<file path="src/rtl/mux_share_arbiter_pkg.sv">
// Shared constants for the mux_share_arbiter slice.
// Source indices and default width / burst length.
package mux_share_arbiter_pkg;

   localparam logic SRC0 = 1'b0;
   localparam logic SRC1 = 1'b1;

   localparam int W_DEF     = 8;
   localparam int BURST_DEF = 2;

endpackage

</file>
<file path="src/rtl/mux_share_arbiter_if.sv">
// Two requester valid/ready channels plus one merged output channel.
// slave: arbiter side; master: requester/consumer side.
interface mux_share_arbiter_if
   import mux_share_arbiter_pkg::*;
#(
   parameter int W = W_DEF
);

   logic         s_valid0;
   logic [W-1:0] s_data0;
   logic         s_ready0;
   logic         s_valid1;
   logic [W-1:0] s_data1;
   logic         s_ready1;
   logic         m_valid;
   logic         m_ready;
   logic [W-1:0] m_data;
   logic         m_src;

   modport slave (
      input  s_valid0, s_data0,
      input  s_valid1, s_data1,
      input  m_ready,
      output s_ready0, s_ready1,
      output m_valid, m_data, m_src
   );

   modport master (
      output s_valid0, s_data0,
      output s_valid1, s_data1,
      output m_ready,
      input  s_ready0, s_ready1,
      input  m_valid, m_data, m_src
   );

endinterface

</file>
<file path="src/rtl/mux_share_arbiter_rr_burst_grant.sv">
// Round-robin grant with bounded burst; owns the owner/cnt state.
// Ports: i_clk, i_rst, i_slot_free, i_valid0/1 in; o_gnt_vld, o_gnt out.
module rr_burst_grant
   import mux_share_arbiter_pkg::*;
#(
   parameter int BURST = BURST_DEF
) (
   input  logic i_clk,
   input  logic i_rst,
   input  logic i_slot_free,
   input  logic i_valid0,
   input  logic i_valid1,
   output logic o_gnt_vld,
   output logic o_gnt
);

   localparam int CW = $clog2(BURST + 1);
   localparam logic [CW-1:0] C_MAX = CW'(BURST);
   localparam logic [CW-1:0] C_ONE = CW'(1);

   logic          r_owner;
   logic [CW-1:0] r_cnt;
   logic          w_sat;
   logic          w_gnt;
   logic          w_gnt_vld;

   assign w_sat = (r_cnt == C_MAX);

   // Under contention the owner keeps the grant until its burst is spent.
   always_comb begin
      w_gnt = SRC0;
      if (i_valid0 && i_valid1)
         w_gnt = w_sat ? ~r_owner : r_owner;
      else if (i_valid1)
         w_gnt = SRC1;
   end

   assign w_gnt_vld = !i_rst && i_slot_free
                   && (i_valid0 || i_valid1);
   assign o_gnt_vld = w_gnt_vld;
   assign o_gnt     = w_gnt;

   always_ff @(posedge i_clk) begin
      if (i_rst) begin
         r_owner <= SRC0;
         r_cnt   <= '0;
      end else if (w_gnt_vld) begin
         if (w_gnt == r_owner) begin
            if (!w_sat)
               r_cnt <= r_cnt + C_ONE;
         end else begin
            r_owner <= w_gnt;
            r_cnt   <= C_ONE;
         end
      end
   end

endmodule

</file>
<file path="src/rtl/mux_share_arbiter.sv">
// Shares a 2:1 data mux between two requesters into one registered slot.
// Ports: CLK, RST (sync, active-high); bus = slave side of the interface.
module mux_share_arbiter
   import mux_share_arbiter_pkg::*;
#(
   parameter int W     = W_DEF,
   parameter int BURST = BURST_DEF
) (
   input  logic CLK,
   input  logic RST,
   mux_share_arbiter_if.slave bus
);

   logic         r_valid;
   logic [W-1:0] r_data;
   logic         r_src;
   logic         w_slot_free;
   logic         w_gnt_vld;
   logic         w_gnt;
   logic [W-1:0] w_mux;

   // A full slot may be refilled in the cycle it drains.
   assign w_slot_free = !r_valid || bus.m_ready;

   rr_burst_grant #(
      .BURST (BURST)
   ) u_grant (
      .i_clk       (CLK),
      .i_rst       (RST),
      .i_slot_free (w_slot_free),
      .i_valid0    (bus.s_valid0),
      .i_valid1    (bus.s_valid1),
      .o_gnt_vld   (w_gnt_vld),
      .o_gnt       (w_gnt)
   );

   assign w_mux = (w_gnt == SRC1) ? bus.s_data1
                                  : bus.s_data0;

   assign bus.s_ready0 = w_gnt_vld && (w_gnt == SRC0);
   assign bus.s_ready1 = w_gnt_vld && (w_gnt == SRC1);

   always_ff @(posedge CLK) begin
      if (RST) begin
         r_valid <= 1'b0;
         r_data  <= '0;
         r_src   <= SRC0;
      end else if (w_slot_free) begin
         if (w_gnt_vld) begin
            r_valid <= 1'b1;
            r_data  <= w_mux;
            r_src   <= w_gnt;
         end else begin
            r_valid <= 1'b0;
         end
      end
   end

   assign bus.m_valid = r_valid;
   assign bus.m_data  = r_data;
   assign bus.m_src   = r_src;

endmodule

</file>
<file path="src/flat_wrapper.sv">
// flat-port wrapper written by rule: the top's interface ports become plain ports
module mux_share_arbiter_flat import mux_share_arbiter_pkg::*;
#(
   parameter int W     = W_DEF,
   parameter int BURST = BURST_DEF
)
  (CLK, RST, bus_s_valid0, bus_s_data0, bus_s_valid1, bus_s_data1, bus_m_ready, bus_s_ready0, bus_s_ready1, bus_m_valid, bus_m_data, bus_m_src);
  mux_share_arbiter_if #(.W(W)) bus_i ();
  input  logic CLK;
  input  logic RST;
  input wire logic [$bits(bus_i.s_valid0)-1:0] bus_s_valid0;
  input wire logic [$bits(bus_i.s_data0)-1:0] bus_s_data0;
  input wire logic [$bits(bus_i.s_valid1)-1:0] bus_s_valid1;
  input wire logic [$bits(bus_i.s_data1)-1:0] bus_s_data1;
  input wire logic [$bits(bus_i.m_ready)-1:0] bus_m_ready;
  output wire logic [$bits(bus_i.s_ready0)-1:0] bus_s_ready0;
  output wire logic [$bits(bus_i.s_ready1)-1:0] bus_s_ready1;
  output wire logic [$bits(bus_i.m_valid)-1:0] bus_m_valid;
  output wire logic [$bits(bus_i.m_data)-1:0] bus_m_data;
  output wire logic [$bits(bus_i.m_src)-1:0] bus_m_src;
  assign bus_i.s_valid0 = bus_s_valid0;
  assign bus_i.s_data0 = bus_s_data0;
  assign bus_i.s_valid1 = bus_s_valid1;
  assign bus_i.s_data1 = bus_s_data1;
  assign bus_i.m_ready = bus_m_ready;
  assign bus_s_ready0 = bus_i.s_ready0;
  assign bus_s_ready1 = bus_i.s_ready1;
  assign bus_m_valid = bus_i.m_valid;
  assign bus_m_data = bus_i.m_data;
  assign bus_m_src = bus_i.m_src;
  mux_share_arbiter #(.W(W), .BURST(BURST)) u_core (.CLK(CLK), .RST(RST), .bus(bus_i));
endmodule
</file>
<file path="config.mk">
export PLATFORM = sky130hd
export DESIGN_NAME = mux_share_arbiter_flat
export DESIGN_NICKNAME = d
export VERILOG_FILES = /design/src/rtl/mux_share_arbiter_pkg.sv /design/src/rtl/mux_share_arbiter_if.sv /design/src/rtl/mux_share_arbiter_rr_burst_grant.sv /design/src/rtl/mux_share_arbiter.sv /design/src/flat_wrapper.sv
export SDC_FILE = /design/constraint.sdc
export NUM_CORES = 1
export LEC_CHECK = 0
export CAP_MARGIN = 20
export CORE_MARGIN = 1
export CORE_UTILIZATION = 38
export CTS_CLUSTER_SIZE = 12
export DETAILED_ROUTE_END_ITERATION = 12
export DONT_BUFFER_PORTS = 1
export HOLD_SLACK_MARGIN = 0.1
export PLACE_DENSITY = 0.53
export SKIP_LAST_GASP = 1
export SYNTH_ARGS = -nofsm -noshare
export SYNTH_HDL_FRONTEND = slang
export SYNTH_SLANG_ARGS = --single-unit
</file>
<file path="constraint.sdc">
create_clock -name CLK -period 1.6 [get_ports CLK]
set_input_delay 0.48 -clock CLK [delete_from_list [all_inputs] [get_ports CLK]]
set_output_delay 0.48 -clock CLK [all_outputs]
set_load 0.005 [all_outputs]
</file>
==> results.yml <==
outcome:
  outcome: "complete, but fails checks"
  violations: "negative setup slack"
floorplan:
  start_util_pct: 41.2
  die_h_um: 45.5
  die_area_um2: 2070
  coreArea_um2: 1750
  num_rows: 15
  ios: 33
  die_x_um: 45.5
setup_path:
  r2r_cells: 8
  crit_start: "u_core.bus.m_valid"
  cp_slowest_cell: "or3_1"
  crit_chain: "nor2b_1, or3_1, nor2_4"
  crit_path_start_kind: "register"
  critPathMaxFanout: 3
  critPathKind: "reg -> out"
  end_kind: "output port"
  r2r-start: "u_core.u_grant.r_cnt[0]"
  slowest_delay_ns: 0.37
  worstPathRequired_ns: 1.12
  arrival_ns: 1.27
timing:
  setup_violations: 2
  setup_slack_ns: -0.151
  slew-limit-headroom_pct: 81.4
  period_minus_slack_ns: 1.75
  finalHoldViolations: 0
  worst_slew_pin_slew_ns: 0.278
  rsz0062_at_grt: "true"
  final_max_slew_viol_count: 0
  finalClockSkew_ns: 0.00111
  fmax_mhz: 571
  min_period_over_period_pct: 109
  final.setup.tns_ns: -0.296
synthesis:
  syn_area_per_cell_um2: 9.86
  syn_inst: 73
  synth-compound-area-share_pct: 24.3
  synth_top_family_by_area: "compound AO/OA/AOI/OAI gates"
  yosys.area_share.xor_xnor_pct: 1.22
  synth_cell_type_count: 26
  synthSimpleGateAreaFrac_pct: 20.2
  synth_warnings: 0
  synth_fa_ha_area_share_pct: 1.74
  synth-seq-area-share_pct: 36.2
  synthesis.area_um2: 719
  ys_seq_elements: 13
  syn_nets: 95
  synthMuxAreaShare_pct: 11.1
clock_network:
  cts-hold-fix-buffers: 0
  cts_made_buffers: 3
  clockRootBuffer: "clkbuf_4"
  cts_tree: "done"
  clkLatencyLatePin_ns: 0.28
  cts_max_level: 1
  clockBufferDepth: 2
  numClockSinks: 13
  path_clk_slew_ns: 0.09
route:
  wl_met3_um: 78
  drt-met1-wl_um: 649
  top_layer: "met4"
  via_count: 566
  avgRoutedWirePerCell_um: 14.2
  first_iter_violations: 2
  route.detailed.drc: 0
  wl_met2_um: 740
  totalWireLength_mm: 1.50
  viasPerCell: 5.34
  detail-route-antenna-nets: 0
  firstDrtPassIters: 2
grt:
  gr-total-overflow: 0
  grt_pass1_vias: 523
  grt_max_degree: 18
  grt_pass1_wl_mm: 2.28
  grt_usage_pct: 16.2
  antenna_found_initial: 0
pwr:
  peakVddDrop_mv: 0.464
  power_mw: 0.751
  powerDensity_nw_per_um2: 884
  p_leak_nw: 0.315
place:
  gp_congestion: 0.756
  io_buffers: 0
  post-dp-hpwl_mm: 1.03
finish:
  drive_gt1_share_pct: 39.5
  fillers: 175
  seqCellArea_um2: 262
  antenna_cells: 0
  nets: 104
  multi_input_area_um2: 467
  syn_to_final_growth_pct: 18.1
hold_path:
  holdCritPathClass: "in -> reg"
  worstHoldStart: "RST"
  min_path_cells: 1
job:
  drv_cap: 0
placed cells by master, fill, tap and decap left out, drive strengths merged:
cell / count
a211oi: 8
nor3: 2
nor4: 1
nor2: 15
o32ai: 1
or3: 1
dfxtp: 13
nand2: 1
ha: 1
a21boi: 1
nand2b: 2
buf: 8
and2: 2
a21oi: 2
inv: 1
o22ai: 1
clkbuf: 4
o21ai: 1
or2b: 1
xnor2: 1
nor2b: 2
a21o: 3
mux2i: 8
a2111oi: 1
final cells by class:
class / instances / area share [%]
flip-flops and latches: 13 / 30.8
clock buffers: 4 / 3.09
inverters: 1 / 0.442
repair buffers: 8 / 7.07
well taps: 25 / 3.68
multi-input cells: 55 / 54.9
final timing paths:
| check | slack (ns) | end |
|---|---|---|
| worst max-delay path | -0.15 | bus_s_ready0 |
| worst min register to register | 0.48 | u_core.bus.m_src |
| worst min-delay path | 0.25 | u_core.bus.m_data[5] |
| worst max register to register | 0.01 | u_core.bus.m_data[7] |
power breakdown:
part | internal [mW] | switching, mW
Clock | 0.0969 | 0.123
Combinational | 0.0821 | 0.0799
Sequential | 0.350 | 0.0190
critical path: cells and delay by family (launching register included):
kind	cells	cell delay [ns]
simple gates	3	0.65
flops	1	0.33
cell usage after synthesis (all sizes together):
cell | number | share of area, %
a2111oi | 1 | 2.1
a21o | 3 | 3.1
nand2b | 2 | 1.7
nor2 | 15 | 7.8
o22ai | 1 | 0.87
ha | 1 | 1.7
a211oi | 8 | 14
buf | 3 | 4.2
and2 | 2 | 1.7
inv | 1 | 0.52
a21boi | 1 | 1.0
or3 | 1 | 0.87
nor2b | 2 | 1.7
xnor2 | 1 | 1.2
nor3 | 2 | 3.0
o32ai | 1 | 1.2
o21ai | 1 | 0.69
nor4 | 1 | 1.7
dfxtp | 13 | 36
nand2 | 1 | 0.52
a21oi | 2 | 1.4
or2b | 1 | 1.0
clkbuf | 1 | 0.52
mux2i | 8 | 11
flip-flops by register name, summed over array words and instances (netlist names):
| name | flops |
|---|---|
| u_core.bus.m_data | 8 |
| u_core.u_grant.r_cnt | 2 |
| u_core.u_grant.r_owner | 1 |
| u_core.bus.m_valid | 1 |
| u_core.bus.m_src | 1 |
metrics by stage:
stage	setup slack [ns]	cell area, um^2	utilization, %	instances	hold WS [ns]
2_1_floorplan	0.00224	736	-	73	0.450
3_5_place_dp	0.0412	786	45.0	101	0.468
6_report	-0.151	850	48.7	106	0.250
3_3_place_gp	0.0330	786	45.0	101	0.463
5_1_grt	-0.235	850	48.7	106	0.226
4_1_cts	-0.191	827	47.4	106	0.236
kinds of logic after synthesis:
family          count (synthesis)
simple gates                   27
fa+ha+maj                       1
xor+xnor                        1
mux                             8
flops                          13
buf+inv                         5
compound gates                 18
per-layer routing:
metal	vias up	GRT usage, %
met5	-	0
met1	263	18.5
li1	280	-
met3	5	5.16
met4	0	9.09
met2	18	26.6
timing repair:
action	CTS	global route
buffers inserted	1	0
hold endpoints to repair	0	0
pin swaps	1	2
setup endpoints to repair	2	10
resized for setup	2	5
No activity file was read; power rests on OpenSTA's default activity.
